===== config.mk =====
export PLATFORM = sky130hd
export DESIGN_NAME = branch_predictor
export DESIGN_NICKNAME = d
export VERILOG_FILES = /design/src/rtl/cpu_pkg.sv /design/src/rtl/branch_predictor_sat_counter2.sv /design/src/rtl/branch_predictor.sv
export SDC_FILE = /design/constraint.sdc
export NUM_CORES = 1
export LEC_CHECK = 0
export ABC_AREA = 1
export BUFFER_PORTS_ARGS = -buffer_cell sky130_fd_sc_hd__buf_2
export CAP_MARGIN = 15
export CORE_ASPECT_RATIO = 2
export CORE_MARGIN = 2
export CORE_UTILIZATION = 30
export DETAILED_ROUTE_END_ITERATION = 7
export HOLD_SLACK_MARGIN = 0.08
export PLACE_DENSITY = 0.44
export RECOVER_POWER = 100
export SKIP_CTS_REPAIR_TIMING = 1
export SLEW_MARGIN = 20
export SYNTH_ARGS = -nofsm -noshare
export SYNTH_HDL_FRONTEND = slang
export SYNTH_SLANG_ARGS = --single-unit

===== constraint.sdc =====
create_clock -name clk -period 4.9 [get_ports clk]
set_clock_uncertainty 0.15 [all_clocks]
set_input_delay 0.49 -clock clk [delete_from_list [all_inputs] [get_ports clk]]
set_output_delay 0.49 -clock clk [all_outputs]
set_load 0.01 [all_outputs]

===== src/rtl/cpu_pkg.sv =====
// cpu_pkg: opcode constants and 2-bit counter encodings
// shared by the branch predictor and the control unit
package cpu_pkg;

  localparam logic [6:0] OP_LUI    = 7'b0110111;
  localparam logic [6:0] OP_AUIPC  = 7'b0010111;
  localparam logic [6:0] OP_JAL    = 7'b1101111;
  localparam logic [6:0] OP_JALR   = 7'b1100111;
  localparam logic [6:0] OP_BRANCH = 7'b1100011;
  localparam logic [6:0] OP_LOAD   = 7'b0000011;
  localparam logic [6:0] OP_STORE  = 7'b0100011;
  localparam logic [6:0] OP_IMM    = 7'b0010011;
  localparam logic [6:0] OP_REG    = 7'b0110011;

  typedef enum logic [1:0] {
    CNT_SNT = 2'b00,
    CNT_WNT = 2'b01,
    CNT_WT  = 2'b10,
    CNT_ST  = 2'b11
  } cnt_t;

endpackage


===== src/rtl/branch_predictor_sat_counter2.sv =====
// sat_counter2: next-state function of a 2-bit
// saturating up/down counter
import cpu_pkg::*;

module sat_counter2 (
  input  logic [1:0] cnt,
  input  logic       up,
  output logic [1:0] nxt
);

  logic at_max;
  logic at_min;

  assign at_max = (cnt == CNT_ST);
  assign at_min = (cnt == CNT_SNT);

  always_comb begin
    nxt = cnt;
    unique case (1'b1)
      (up && !at_max): nxt = cnt + 2'd1;
      (!up && !at_min): nxt = cnt - 2'd1;
      default: nxt = cnt;
    endcase
  end

endmodule


===== src/rtl/branch_predictor.sv =====
// branch_predictor: 2-bit counter table, IF lookup, ID train
// define BP_GSHARE_EN to xor a global history into the index
import cpu_pkg::*;

module branch_predictor #(
  parameter int         INDEX_BITS = 6,
  parameter int         PC_WIDTH   = 32,
  parameter logic [1:0] CNT_RESET  = 2'b01
) (
  input  logic                clk,
  input  logic                arst_n,
  input  logic                enable,
  input  logic [PC_WIDTH-1:0] if_pc,
  input  logic [6:0]          if_opcode,
  output logic                if_predict_taken,
  input  logic                id_flush,
  output logic                id_branch_taken,
  input  logic                id_reg_equal,
  output logic                id_mispredict
);

  localparam int N = 1 << INDEX_BITS;

  typedef logic [INDEX_BITS-1:0] idx_t;

  logic [1:0] cnt [N];
  logic [1:0] cnt_nxt;
  idx_t       pc_idx;
  idx_t       if_idx;
  idx_t       id_idx;
  logic       if_is_branch;
  logic       id_is_branch;
  logic       id_pred;
  logic       train;
  logic       unused_pc;

  assign pc_idx = if_pc[INDEX_BITS+1:2];
  assign unused_pc = ^{if_pc[PC_WIDTH-1:INDEX_BITS+2],
                       if_pc[1:0]};

  assign if_is_branch = (if_opcode == OP_BRANCH);
  assign train = enable & id_is_branch;

`ifdef BP_GSHARE_EN
  idx_t ghr;

  assign if_idx = pc_idx ^ ghr;

  always_ff @(posedge clk or negedge arst_n) begin
    if (!arst_n) begin
      ghr <= '0;
    end else if (train) begin
      ghr <= {ghr[INDEX_BITS-2:0], id_reg_equal};
    end
  end
`else
  assign if_idx = pc_idx;
`endif

  // lookup sees the pre-update value on a same-entry write
  assign if_predict_taken = if_is_branch & cnt[if_idx][1];

  assign id_branch_taken = id_pred;
  assign id_mispredict = id_is_branch &
                         (id_reg_equal != id_pred);

  always_ff @(posedge clk or negedge arst_n) begin
    if (!arst_n) begin
      id_is_branch <= 1'b0;
      id_pred      <= 1'b0;
      id_idx       <= '0;
    end else if (enable) begin
      id_idx <= if_idx;
      if (id_flush) begin
        id_is_branch <= 1'b0;
        id_pred      <= 1'b0;
      end else begin
        id_is_branch <= if_is_branch;
        id_pred      <= if_predict_taken;
      end
    end
  end

  sat_counter2 u_cnt (
    .cnt (cnt[id_idx]),
    .up  (id_reg_equal),
    .nxt (cnt_nxt)
  );

  always_ff @(posedge clk or negedge arst_n) begin
    if (!arst_n) begin
      for (int i = 0; i < N; i++) begin
        cnt[i] <= CNT_RESET;
      end
    end else if (train) begin
      cnt[id_idx] <= cnt_nxt;
    end
  end

endmodule


Word-level counts from Yosys, hierarchy flattened
Index checks and enable logic that the tools add are counted.
- bits of input ports: 44
- output and inout bits: 3
- logic and storage cells: 99
- register bits after elaboration: 136
- equality and inequality tests: 3
- $add $sub $neg: 2
- magnitude comparators: 3
- reductions and logical operators: 7
- multiplexer cells: 12
- bitwise logic cells: 5
- operators by type and width (cell ; count):
    $bwmux 128 ; 1
    $bmux 2 s6 ; 2
    $ge 7x7->1 const B ; 2
    $not 6->7 ; 2
    $demux 2 s6 ; 1
    $mux 2 ; 5
    $eq 7x7->1 const B ; 1
    $lt 7x1->1 const B ; 1
    $pmux 2 s2 ; 1
    $and 1x1->1 ; 3
    $logic_and 1x1->1 ; 3
    $logic_not 1->1 ; 3
    $add 2x1->2 const B ; 1
    $eq 2x2->1 const B ; 1
    $logic_not 2->1 ; 1
    $mux 1 ; 2
    $sub 2x1->2 const B ; 1
    $ne 1x1->1 ; 1

Depth between registers and ports, before layout
- word-level depth: 9
- mapped depth: 17
- gate-level depth less buffers: 15

Modules after synthesis
Synthesis repeated with hierarchy kept, for this count alone.
- cell total of the unflattened synthesis: 940
- area total of the unflattened synthesis: 7093.1 µm²
- modules (own cells, without submodules) (module ; cells an instance ; times used ; sequential area each (µm²) ; area an instance (µm²)):
    branch_predictor ; 935 ; 1 ; 3483.3 ; 7071.8
    sat_counter2 ; 5 ; 1 ; 0.0 ; 21.3

Worst setup path after synthesis
No wires, ideal clock.
- path type: input to output
- start point: in if_pc[3]
- end point: out if_predict_taken
- arrival: 1.736 ns
- data required time: 4.260 ns
- path buffers: 2
- stages: 10
- path slack: 2.524 ns
- cells stage by stage: clkbuf_1 > clkbuf_1 > o21ai_0 > o22ai_1 > nand2_1 > nand2_1 > nand2_1 > nand3_1 > nand3_1 > a21oi_1
- word-level cells in the longest chain between the ends: 5
- ends and longest elaborated chain (element ; line ; RTL):
    start, declared ; branch_predictor.sv:13 ; input logic [PC_WIDTH-1:0] if_pc,
    $not 6->7 (not written as such) ; branch_predictor.sv:61 ; assign if_predict_taken = if_is_branch & cnt[if_idx][1];
    $bmux 2 s6 ; branch_predictor.sv:61 ;
    $mux 2 (not written as such) (2 in a row) ; branch_predictor.sv:61 ;
    $and 1x1->1 ; branch_predictor.sv:61 ;
    end, declared ; branch_predictor.sv:15 ; output logic if_predict_taken,
Every way passes these cells. The select of a mux whose other input is x is not followed.

Final worst setup path
- start point: reg id_idx[1]
- end point: reg cnt[44] in the netlist's numbering
- word-level cells in the longest chain between the ends: 9
- elaborated cells between the ends (all ways): 19
- those cells by class: 2 x add/sub; 2 x order compare; 1 x eq/ne; 7 x mux; 1 x bitwise; 6 x reduce/logical
- ends and longest elaborated chain (element ; line ; RTL):
    start, declared ; branch_predictor.sv:30 ; idx_t id_idx;
    start signal, assigned ; branch_predictor.sv:73 ; id_idx <= if_idx;
    $not 6->7 (not written as such) (*) ; branch_predictor.sv:85, branch_predictor.sv:96 ;
    $bmux 2 s6 ; branch_predictor.sv:85 ; .cnt (cnt[id_idx]),
    $mux 2 (not written as such) (2 in a row) ; branch_predictor.sv:85 ;
    $eq 2x2->1 / $logic_not 2->1 (equally long branches) ; branch_predictor_sat_counter2.sv:14, branch_predictor_sat_counter2.sv:15 ;
    $logic_not 1->1, on equally long branches ; branch_predictor_sat_counter2.sv:20, branch_predictor_sat_counter2.sv:21 ;
    $logic_and 1x1->1, on equally long branches ; branch_predictor_sat_counter2.sv:20, branch_predictor_sat_counter2.sv:21 ;
    $pmux 2 s2 ; branch_predictor_sat_counter2.sv:19 ; unique case (1'b1)
    $bwmux 128 (*) ; branch_predictor.sv:96 ; cnt[id_idx] <= cnt_nxt;
    end signal, assigned by index ; branch_predictor.sv:96 ;
    end, declared ; branch_predictor.sv:26 ; logic [1:0] cnt [N];
Mark *: on every way between the ends. The rest lies on a longest branch, timed or not. The select of a mux whose other input is x is not followed.
A chain may end at the register's enable or synchronous reset.

==> impl_metrics.py <==
metrics = {
    "layout": {
        "nNetsFinal": 1283,
        "post_route_cells_drive_above_1_share": 0.101,
        "layoutNonFillerInstCount": 1596,
        "insertedDiodeCount": 0,
        "flow.area_growth_from_synthesis_pct": 12.0,
        "fin_area_mm2": 0.00897,
    },
    "placed_design": {
        "gp_congestion": 0.812,
        "io_buffer_count": 20,
        "dpl.cell_count": 1563,
        "area_after_dpl_mm2": 0.00842,
        "final_hpwl_dp_mm": 19.6,
    },
    "grt": {
        "track_usage": 0.214,
        "global_route_wire_length_before_repair_mm": 44.9,
        "largest_net_degree_at_the_start_of_global_routing": 69,
        "antenna_found_initial": 0,
        "first_global_vias": 7705,
        "globalRouteOverflowTotal": 0,
    },
    "cts": {
        "worst_setup_hold_path_clk_slew_ns": 0.06,
        "ctsRootBufferMaster": "sky130_fd_sc_hd__clkbuf_16",
        "cts_tree": "built",
        "cts_max_level": 4,
        "max-clock-path-buffers": 2,
        "cts_inserted_buffers": 17,
        "later_pin_clock_latency_in_the_skew_report_ns": 0.45,
        "cts_num_sinks": 136,
    },
    "timing": {
        "max_freq_ghz": 0.245,
        "final-max-slew-violation-count": 72,
        "timing.setup.tns_ns": 0,
        "post-route-min-period_ns": 4.08,
        "headroom_to_the_max_slew_limit": -0.558,
        "rsz0062_at_grt": "false",
        "min_period_over_period": 0.832,
        "setup_viol_count_final": 0,
        "worstMarginPinSlew_ns": 2.34,
        "hold_viol": 0,
    },
    "synthesis": {
        "synth-seq-area-share": 0.435,
        "synthesis.area_per_instance_um2": 6.45,
        "synth_fp_nets": 1285,
        "synth_warnings": 0,
        "netlist_top_cells_count": "sky130_fd_sc_hd__nand2_1, sky130_fd_sc_hd__inv_1, sky130_fd_sc_hd__nor2_1",
        "yosys.cell_count.top_type": "sky130_fd_sc_hd__nand2_1",
        "synthArstFlopShare": 1.00,
        "netlist.area_leader.share": 0.289,
        "synth-edff-count": 0,
        "netlist.top_cell.by_area": "sky130_fd_sc_hd__nand2_1",
        "synth_flop_cell": "sky130_fd_sc_hd__dfrtp_1",
        "syn_inst": 1241,
        "post_synth_main_area_contributors": "sky130_fd_sc_hd__nand2_1, sky130_fd_sc_hd__dfrtp_1, sky130_fd_sc_hd__dfstp_2",
        "synth.distinct_cells": 24,
        "synth-seq-cells": 136,
        "post_synth_instance_area_mm2": 0.00801,
    },
    "route": {
        "drt-pass1-iter-count": 5,
        "met2_wirelength_mm": 15.7,
        "route.final.wire_length_mm": 29.2,
        "route.detailed.drc": 0,
        "ant_nets": 0,
        "top_signal_layer_used": "met4",
        "met3_length_um": 878,
        "drt_iter0_markers": 340,
        "avgRoutedWirePerCell_um": 18.3,
        "detailroute.via_count": 7766,
        "routedLengthMet1_mm": 11.4,
        "avgViaCountPerCell": 4.87,
    },
    "status": {
        "failing_checks": "capacitance limit, slew limit",
        "run_status": "complete, but fails checks",
    },
    "worst_setup_path": {
        "timing.critical_path.to_type": "register",
        "critical_path_arrival_ns": 4.31,
        "critPathKind": "register to register",
        "r2r_slack_ns": 0.82,
        "cp.required_ns": 5.13,
        "setup.worst_path.start_class": "register",
        "critPathMaxFanout": 33,
    },
    "die": {
        "count_of_standard_cell_rows": 84,
        "fp.dieH_um": 235,
        "top_level_ports": 47,
        "floorplan.die.width_um": 120,
        "design.die.area_mm2": 0.0281,
        "initial_core_util": 0.305,
        "coreArea_mm2": 0.0263,
    },
    "worst_hold_path": {
        "min-delay-path-class": "input pin to register",
    },
    "power": {
        "p_leak_nw": 4.36,
        "power_per_cell_area_mw_per_mm2": 300,
        "max-vdd-ir-drop_v": 0.000201,
    },
    "job": {
        "max_cap_viols": 2,
    },
}
[cells by family after synthesis]
kind of cell | after synthesis | share of synthesized area
flip-flops | 136 | 0.435
AO/OA/AOI/OAI | 97 | 0.0651
buffers and inverters | 170 | 0.0876
AND/OR/NAND/NOR | 838 | 0.412
[power breakdown]
part           internal [mW]  leakage (nW)  total [mW]  switching [mW]
clock network          0.754         0.281        1.26           0.509
registers               1.13          1.65        1.15          0.0157
logic                 0.0550          2.43       0.284           0.229
[state kept, by name, indices dropped and copies added, names as in the netlist]
signal and count:
id_idx 6, cnt 128, id_branch_taken 1, id_is_branch 1
[per-layer routing]
metal	global-route usage	vias up
met4	0.111	0
met3	0.0272	49
li1	-	3818
met5	0	-
met1	0.242	3720
met2	0.387	179
[cell usage in the layout, fill, tap and decap left out, drive strengths merged]
| cell | netlist | routed |
|---|---|---|
| nand2 | 619 | 619 |
| inv | 114 | 114 |
| nor2 | 106 | 106 |
| nand3 | 75 | 75 |
| dfrtp | 72 | 72 |
| dfstp | 64 | 64 |
| o21ai | 62 | 62 |
| clkbuf | 19 | 36 |
| nor3 | 32 | 32 |
| buf | 36 | 27 |
| a21oi | 14 | 14 |
| o22ai | 13 | 13 |
| o211ai | 7 | 7 |
| or2 | 4 | 4 |
| clkinv | 1 | 3 |
| nand4 | 1 | 1 |
| nor4b | 1 | 1 |
| a21o | 1 | 1 |
| dlygate4sd3 | 0 | 1 |
[path summary, 6_finish.rpt]
path	startpoint	to	depth (start not counted)
max	id_idx[1]	cnt[44]	12
min	if_pc[7]	id_idx[5]	3
max reg2reg	id_idx[1]	cnt[44]	12
min reg2reg	cnt[70]	cnt[70]	2
max in group asynchronous	arst_n	cnt[61]	3
min in group asynchronous	arst_n	cnt[67]	2
[metrics by stage]
step	hold WS [ns]	power, mW	utilization	setup slack, ns
final	0.157	2.70	0.342	0.822
after global routing	0.183	2.79	0.342	0.429
after CTS	-0.0762	2.73	0.342	0.989
after detailed placement	0.304	1.46	0.320	1.00
after global placement	0.303	1.46	0.320	1.04
after floorplan	0.0444	1.32	-	2.52
[critical path: stages (launching register included)]
cell and delay (ns):
sky130_fd_sc_hd__dfrtp_1 0.60, sky130_fd_sc_hd__inv_1 0.97, sky130_fd_sc_hd__nor2_1 0.30, sky130_fd_sc_hd__o21ai_1 0.17
sky130_fd_sc_hd__o21ai_0 0.09, sky130_fd_sc_hd__o21ai_1 0.20, sky130_fd_sc_hd__nand2_1 0.11, sky130_fd_sc_hd__nor2_1 0.11
sky130_fd_sc_hd__nand2_1 0.08, sky130_fd_sc_hd__nand2_2 0.62, sky130_fd_sc_hd__buf_4 0.39, sky130_fd_sc_hd__nand3_1 0.11
sky130_fd_sc_hd__nand2_1 0.11
[final cells by class]
cell class              instances  area, µm²
flip-flops and latches        136       3480
fillers                      2999      17300
inverters                     115        432
well taps                     344        430
clock inverters                 2       10.0
multi-input cells             935       3820
clock buffers                  30        554
repair buffers                 34        239
(Power assumes the default switching activity.)
